===== src/rtl/pot_mouse_pkg.sv =====
// Shared constants for the multi-port proportional mouse / paddle emulator:
// port modes, PS/2 packet field positions and dither LFSR definition.
package pot_mouse_pkg;

  typedef enum logic [1:0] {
    MODE_OFF    = 2'b00,
    MODE_MOUSE  = 2'b01,
    MODE_PADDLE = 2'b10,
    MODE_RSVD   = 2'b11
  } mode_e;

  localparam int unsigned PKT_W       = 25;
  localparam int unsigned PKT_TOG     = 24;
  localparam int unsigned PKT_DY_LSB  = 16;
  localparam int unsigned PKT_DX_LSB  = 8;
  localparam int unsigned PKT_YOVF    = 7;
  localparam int unsigned PKT_XOVF    = 6;
  localparam int unsigned PKT_YSGN    = 5;
  localparam int unsigned PKT_XSGN    = 4;
  localparam int unsigned PKT_BTN_LSB = 0;

  localparam int unsigned LFSR_W     = 17;
  localparam int unsigned LFSR_TAP_A = 16;
  localparam int unsigned LFSR_TAP_B = 13;
  localparam logic [16:0] LFSR_SEED  = 17'h00001;

  function automatic logic mode_active(mode_e m);
    return (m == MODE_MOUSE) || (m == MODE_PADDLE);
  endfunction

endpackage


===== src/rtl/pot_axis_acc.sv =====
// One axis position accumulator: decodes a PS/2 delta (with overflow clamp)
// and adds it with wrap (mouse) or saturation (paddle); reloads on mode change.
module pot_axis_acc
  import pot_mouse_pkg::*;
#(
  parameter int unsigned SCALE_SHIFT = 0,
  parameter logic [7:0]  PADDLE_INIT = 8'd128
) (
  input  logic       i_clk,
  input  logic       i_rst_n,
  input  logic [1:0] i_mode,
  input  logic       i_reload,
  input  logic       i_pkt,
  input  logic [7:0] i_byte,
  input  logic       i_sign,
  input  logic       i_ovf,
  output logic [7:0] o_pos
);

  localparam int unsigned W = 8 + SCALE_SHIFT;
  localparam logic [W-1:0] LP_PAD_INIT = W'(PADDLE_INIT) << SCALE_SHIFT;

  mode_e              w_mode;
  logic signed [8:0]  w_delta;
  logic signed [W+1:0] w_sum;
  logic [W-1:0]       r_acc;
  logic [W-1:0]       w_acc_nxt;

  assign w_mode = mode_e'(i_mode);

  always_comb begin
    if (i_ovf) w_delta = i_sign ? 9'sh100 : 9'sh0FF;
    else       w_delta = $signed({i_sign, i_byte});
  end

  // Two guard bits: bit W+1 flags underflow, bit W flags overflow past full scale.
  assign w_sum = $signed({2'b00, r_acc}) + $signed({{(W-7){w_delta[8]}}, w_delta});

  always_comb begin
    w_acc_nxt = r_acc;
    if (i_reload) begin
      case (w_mode)
        MODE_MOUSE:  w_acc_nxt = '0;
        MODE_PADDLE: w_acc_nxt = LP_PAD_INIT;
        default:     w_acc_nxt = r_acc;
      endcase
    end else if (i_pkt) begin
      case (w_mode)
        MODE_MOUSE: w_acc_nxt = w_sum[W-1:0];
        MODE_PADDLE: begin
          if (w_sum[W+1])  w_acc_nxt = '0;
          else if (w_sum[W]) w_acc_nxt = '1;
          else             w_acc_nxt = w_sum[W-1:0];
        end
        default: w_acc_nxt = r_acc;
      endcase
    end
  end

  always_ff @(posedge i_clk or negedge i_rst_n) begin
    if (!i_rst_n) r_acc <= '0;
    else          r_acc <= w_acc_nxt;
  end

  assign o_pos = r_acc[SCALE_SHIFT+7:SCALE_SHIFT];

endmodule


===== src/rtl/pot_mouse_emu.sv =====
// Multi-port PS/2 mouse to SID POTX/POTY emulator: per-port packet/mode edge
// detection, shared dither LFSR and registered pot/button formatting.
module pot_mouse_emu
  import pot_mouse_pkg::*;
#(
  parameter int unsigned NUM_PORTS   = 2,
  parameter int unsigned SCALE_SHIFT = 0,
  parameter int unsigned DITHER_EN   = 1,
  parameter logic [7:0]  PADDLE_INIT = 8'd128
) (
  input  logic                     clk_sys,
  input  logic                     reset_n,
  input  logic [25*NUM_PORTS-1:0]  ps2_mouse,
  input  logic [2*NUM_PORTS-1:0]   mode,
  output logic [8*NUM_PORTS-1:0]   pot_x,
  output logic [8*NUM_PORTS-1:0]   pot_y,
  output logic [2*NUM_PORTS-1:0]   button
);

  logic [LFSR_W-1:0] r_lfsr;
  logic              r_primed;

  always_ff @(posedge clk_sys or negedge reset_n) begin
    if (!reset_n) begin
      r_lfsr   <= LFSR_SEED;
      r_primed <= 1'b0;
    end else begin
      r_lfsr   <= {r_lfsr[LFSR_W-2:0], r_lfsr[LFSR_TAP_A] ^ r_lfsr[LFSR_TAP_B]};
      r_primed <= 1'b1;
    end
  end

  for (genvar p = 0; p < NUM_PORTS; p++) begin : g_port
    localparam int unsigned LP_DX = (8 * p) % LFSR_W;
    localparam int unsigned LP_DY = (8 * p + 8) % LFSR_W;

    logic [PKT_W-1:0] w_pkt;
    mode_e            w_mode;
    mode_e            r_mode;
    logic             r_tog;
    logic             w_accept;
    logic             w_mode_chg;
    logic             w_dith_x;
    logic             w_dith_y;
    logic [7:0]       w_pos_x;
    logic [7:0]       w_pos_y;
    logic [7:0]       w_fmt_x;
    logic [7:0]       w_fmt_y;
    logic [7:0]       r_pot_x;
    logic [7:0]       r_pot_y;
    logic [1:0]       r_btn;
    logic             w_unused;

    assign w_pkt      = ps2_mouse[PKT_W*p +: PKT_W];
    assign w_mode     = mode_e'(mode[2*p +: 2]);
    assign w_mode_chg = (w_mode != r_mode);
    assign w_accept   = r_primed && (w_pkt[PKT_TOG] != r_tog);
    assign w_dith_x   = (DITHER_EN != 0) ? r_lfsr[LP_DX] : 1'b0;
    assign w_dith_y   = (DITHER_EN != 0) ? r_lfsr[LP_DY] : 1'b0;
    assign w_unused   = ^w_pkt[3:2];

    pot_axis_acc #(
      .SCALE_SHIFT (SCALE_SHIFT),
      .PADDLE_INIT (PADDLE_INIT)
    ) u_acc_x (
      .i_clk    (clk_sys),
      .i_rst_n  (reset_n),
      .i_mode   (mode[2*p +: 2]),
      .i_reload (w_mode_chg),
      .i_pkt    (w_accept),
      .i_byte   (w_pkt[PKT_DX_LSB +: 8]),
      .i_sign   (w_pkt[PKT_XSGN]),
      .i_ovf    (w_pkt[PKT_XOVF]),
      .o_pos    (w_pos_x)
    );

    pot_axis_acc #(
      .SCALE_SHIFT (SCALE_SHIFT),
      .PADDLE_INIT (PADDLE_INIT)
    ) u_acc_y (
      .i_clk    (clk_sys),
      .i_rst_n  (reset_n),
      .i_mode   (mode[2*p +: 2]),
      .i_reload (w_mode_chg),
      .i_pkt    (w_accept),
      .i_byte   (w_pkt[PKT_DY_LSB +: 8]),
      .i_sign   (w_pkt[PKT_YSGN]),
      .i_ovf    (w_pkt[PKT_YOVF]),
      .o_pos    (w_pos_y)
    );

    // Formatting follows the registered mode so it lines up with the accumulator it reads.
    always_comb begin
      w_fmt_x = 8'hFF;
      w_fmt_y = 8'hFF;
      case (r_mode)
        MODE_MOUSE: begin
          w_fmt_x = ~{1'b0, w_pos_x[5:0], w_dith_x};
          w_fmt_y = ~{1'b0, w_pos_y[5:0], w_dith_y};
        end
        MODE_PADDLE: begin
          w_fmt_x = w_pos_x;
          w_fmt_y = w_pos_y;
        end
        default: begin
          w_fmt_x = 8'hFF;
          w_fmt_y = 8'hFF;
        end
      endcase
    end

    always_ff @(posedge clk_sys or negedge reset_n) begin
      if (!reset_n) begin
        r_tog   <= 1'b0;
        r_mode  <= MODE_OFF;
        r_pot_x <= 8'hFF;
        r_pot_y <= 8'hFF;
        r_btn   <= '0;
      end else begin
        r_tog   <= w_pkt[PKT_TOG];
        r_mode  <= w_mode;
        r_pot_x <= w_fmt_x;
        r_pot_y <= w_fmt_y;
        r_btn   <= mode_active(w_mode) ? w_pkt[PKT_BTN_LSB +: 2] : 2'b00;
      end
    end

    assign pot_x[8*p +: 8]  = r_pot_x;
    assign pot_y[8*p +: 8]  = r_pot_y;
    assign button[2*p +: 2] = r_btn;
  end

endmodule

===== config.mk =====
export PLATFORM = sky130hd
export DESIGN_NAME = pot_mouse_emu
export DESIGN_NICKNAME = d
export VERILOG_FILES = /design/src/rtl/pot_mouse_pkg.sv /design/src/rtl/pot_axis_acc.sv /design/src/rtl/pot_mouse_emu.sv
export SDC_FILE = /design/constraint.sdc
export NUM_CORES = 1
export LEC_CHECK = 0
export CAP_MARGIN = 20
export CORE_AREA = 2 2 136 138
export DETAILED_ROUTE_END_ITERATION = 12
export DIE_AREA = 0 0 138 140
export GPL_TIMING_DRIVEN = 1
export PLACE_DENSITY = 0.57
export SLEW_MARGIN = 0
export SYNTH_ARGS = -nofsm -noshare
export SYNTH_HDL_FRONTEND = slang
export SYNTH_SLANG_ARGS = --single-unit

===== constraint.sdc =====
create_clock -name clk_sys -period 2.7 [get_ports clk_sys]
set_input_delay 0.81 -clock clk_sys [delete_from_list [all_inputs] [get_ports clk_sys]]
set_output_delay 0.81 -clock clk_sys [all_outputs]
set_load 0.05 [all_outputs]

==> summary.md <==
| Metric | Value |
|---|---|
| Outcome | `complete, no violations` |
| Clk_lat worst skew | `0.34 ns` |
| Power Density | `656.9 nW/um2` |
| Most common flop cell mapped by yosys | `dfrtp_1` |
| Via/cell ratio | `4.895` |
| Nets | `844` |
| Row cnt | `49` |
| LEAKAGE | `3.721 nW` |
| Hold Worst Slack | `0.3473 ns` |
| Max_slew headroom | `56.46%` |
| R2r setup slk | `0.37 ns` |
| Worst endpoint required time | `2.92 ns` |
| Drt total wl | `15.22 mm` |
| Clock share of power | `24.8%` |
| Reg2reg end | `g_port[0].u_acc_x.o_pos[5]` |
| CTS Hold Bufs | `0` |
| Filler cells | `1671` |
| Final ANT Viol Nets | `0` |
| IO Port Bufs | `87` |
| First-pass GRT wire length | `24.50 mm` |
| Most frequent cells in the layout | `112 x buf_4, 64 x clkdlybuf4s50_1, 63 x inv_1` |
| Starting Density | `29.54%` |
| Die ar. | `19320 um2` |
| Crit start category | `input pin` |
| Fraction of layout cells with a size suffix above 1 | `37.42%` |
| Clock transition at the registers of the reported paths | `0.06 ns` |
| VDD IR max | `0.3148 mV` |
| Int Pwr | `3.443 mW` |
| Pre-antenna DRT Iters | `4` |
| Switching pwr | `1.842 mW` |
| Multi-input combinational cell area | `3057 um2` |
| Flop pwr share | `33.2%` |
| Tcrit/Tclk final | `98.57%` |
| Vias | `4797` |
| Die width | `138 um` |
| HP Start | `r_lfsr[1]` |
| Crit path DAT | `2.88 ns` |
| Gp weighted congestion | `0.9069` |
| Setup repair after global routing missed its margin | `true` |
| Distinct cells, synth | `56` |
| Antenna Cells | `0` |
| Combinational power share | `41.9%` |
| EDFF count, synth | `0` |
| Ports | `92` |
| Largest net degree at the start of global routing | `47` |
| Max Clock Freq | `375.8 MHz` |
| Max-Cap Viols | `0` |
| Area growth, synth to finish | `53.19%` |
| Register Area | `2344 um2` |
| Core area | `17780 um2` |
| Hold path endpoint | `r_lfsr[2]` |
| Origin of the critical flop-to-flop path | `g_port[0].u_acc_x.o_pos[0]` |
| Htree depth | `3` |
| DP HPWL | `11.09 mm` |
| Register-to-Register Path Depth | `9` |
| CTS tree | `built` |
| Clk_skew | `0.004452 ns` |
| Synth async-reset ratio | `100.0%` |
| CP Class | `in -> reg` |
| Fin. Hold Viols | `0` |
| Syn_area_per_cell | `9.620 um2` |
| Synthesized instance count | `546` |
| CP endpoint kind | `register` |
| Final min period | `2.661 ns` |
| Worst-Margin Slew | `0.6532 ns` |
| Clock root cell | `clkbuf_16` |
| Mapped Area | `5253 um2` |
| Max Root-Sink Buffers | `2` |
| Share of synthesized area occupied by flip-flops and latches | `44.62%` |
| DR DRC count | `0` |
| GRT Residual Overflow | `0` |
| Antenna violations before repair | `0` |
| FF+latch count, synth | `92` |
| GRT Util Overall | `15.72%` |
| Final Max Slew Viols | `0` |
| Total power | `5.286 mW` |
| Min-delay worst type | `reg -> reg` |
| WL per Instance | `15.53 um` |
| CTS buffer count | `9` |
| Vias in the first global route | `4905` |
| Syn nets | `644` |
| Net Sw Frac | `34.86%` |
| Die height | `140 um` |
| CP Max Fanout | `7` |
| Commonest non-fill, non-tap cell in the layout | `buf_4` |
| Final setup viols | `0` |
| Initial DRC count | `267` |
| Synthesis Warnings | `0` |
| Clk sinks | `92` |
| Hold path cells | `0` |
==> per-stage QoR <==
step | instance area (um2) | util, % | instances | setup WS (ns) | TNS [ns]
after floorplan | 5346 | - | 546 | -0.1188 | -0.7119
after global placement | 7104 | 39.96 | 934 | -0.7949 | -23.06
after detailed placement | 7104 | 39.96 | 934 | -0.8972 | -25.21
after CTS | 7744 | 43.55 | 967 | 0.0005342 | 0
after global routing | 8046 | 45.26 | 980 | -0.04433 | -0.4127
final | 8046 | 45.26 | 980 | 0.03871 | 0
==> synth_stat cells (all sizes together) (3+ instances only) <==
master	number	area [um2]
o211ai	4	30.03
dfstp	33	867.1
xor2	14	122.6
a21o	9	75.07
a211oi	7	52.55
o21bai	4	30.03
xnor2	8	70.07
a221o	19	190.2
fa	4	80.08
inv	76	285.3
or3	7	43.79
ha	38	475.5
dfrtp	59	1476
nor3	9	45.04
o22ai	5	31.28
o21a	8	62.56
nand2b	10	62.56
a22oi	4	30.03
a311oi	5	43.79
a31oi	6	37.54
o21ai	79	395.4
clkbuf	12	45.04
nand3	7	40.04
nand2	27	101.4
a211o	6	52.55
a21oi	34	170.2
nor3b	3	27.52
nor2	17	63.81
nor2b	8	57.55
==> final cells by class <==
| cell class | instances | share of cell area (%) |
|---|---|---|
| Inverter | 76 | 3.545 |
| Tap cell | 229 | 3.561 |
| Sequential cell | 92 | 29.12 |
| Timing Repair Buffer | 203 | 21.96 |
| Clock inverter | 1 | 0.3732 |
| Clock buffer | 15 | 3.452 |
| Multi-Input combinational cell | 364 | 37.99 |
==> logic make-up (layout without fill, tap and decap cells) <==
| kind of cell | after synthesis | in the layout | share of synthesized area, % |
|---|---|---|---|
| AOI/OAI and AO/OA | 204 | 204 | 25.20 |
| xor gates and xnor gates | 22 | 22 | 3.669 |
| adders and majority gates | 42 | 42 | 10.58 |
| buffers and inverters | 90 | 295 | 6.479 |
| DFF | 92 | 92 | 44.62 |
| other | 1 | 1 | 0.07139 |
| and+or+nand+nor | 95 | 95 | 9.386 |
==> sequential cells by signal (all words and copies together), names as in the netlist <==
register	count
r_lfsr	17
g_port.r_pot_x	16
g_port.r_tog	2
g_port.r_mode	4
g_port.u_acc_y.o_pos	16
r_primed	1
g_port.u_acc_x.o_pos	16
g_port.r_pot_y	16
g_port.r_btn	4
==> critical path, stage by stage <==
cell and delay (ns):
clkdlybuf4s50_1 0.46, inv_1 0.05, o21ai_2 0.14, inv_1 0.07
fa_2 0.36, nor2b_2 0.14, o21ai_2 0.08, a21oi_2 0.18
buf_4 0.17, nor4_4 0.04, a21oi_2 0.13, buf_6 0.16
a311oi_2 0.09
==> timing repair <==
action                                 in CTS  in global routing
endpoints found under the hold margin       0                  0
gates resized for setup                    94                 87
setup buffers                              19                 15
setup endpoints to repair                  32                 32
pin swaps                                  52                 62
==> power groups by stage <==
stage	clock [mW]	sequential [mW]	combinational [mW]
2_1_floorplan	0	1.98	0.907
3_3_place_gp	0	1.77	1.84
3_5_place_dp	0	1.78	1.88
4_1_cts	1.34	1.75	2.04
5_1_grt	1.40	1.78	2.40
6_report	1.31	1.76	2.22
==> metal layers <==
layer,GRT usage (%),part of all wire (%),up-vias
met1,19.67,44,2343
li1,-,-,2347
met4,5.639,2.0,0
met2,27.18,51,81
met5,0,0,-
met3,2.974,2.7,26
==> worst max path at each step <==
stage | slack, ns | from | end
2_1_floorplan | -0.12 | ps2_mouse[4] | g_port[0].u_acc_x.o_pos[6]
3_3_place_gp | -0.79 | ps2_mouse[32] | g_port[1].u_acc_y.o_pos[0]
3_5_place_dp | -0.90 | ps2_mouse[32] | g_port[1].u_acc_y.o_pos[1]
4_1_cts | 0.0005 | ps2_mouse[6] | g_port[0].u_acc_x.o_pos[6]
5_1_grt | -0.04 | ps2_mouse[34] | g_port[1].u_acc_x.o_pos[5]
6_report | 0.04 | ps2_mouse[34] | g_port[1].u_acc_x.o_pos[5]
Note: power is estimated with default switching activity, not from simulation.
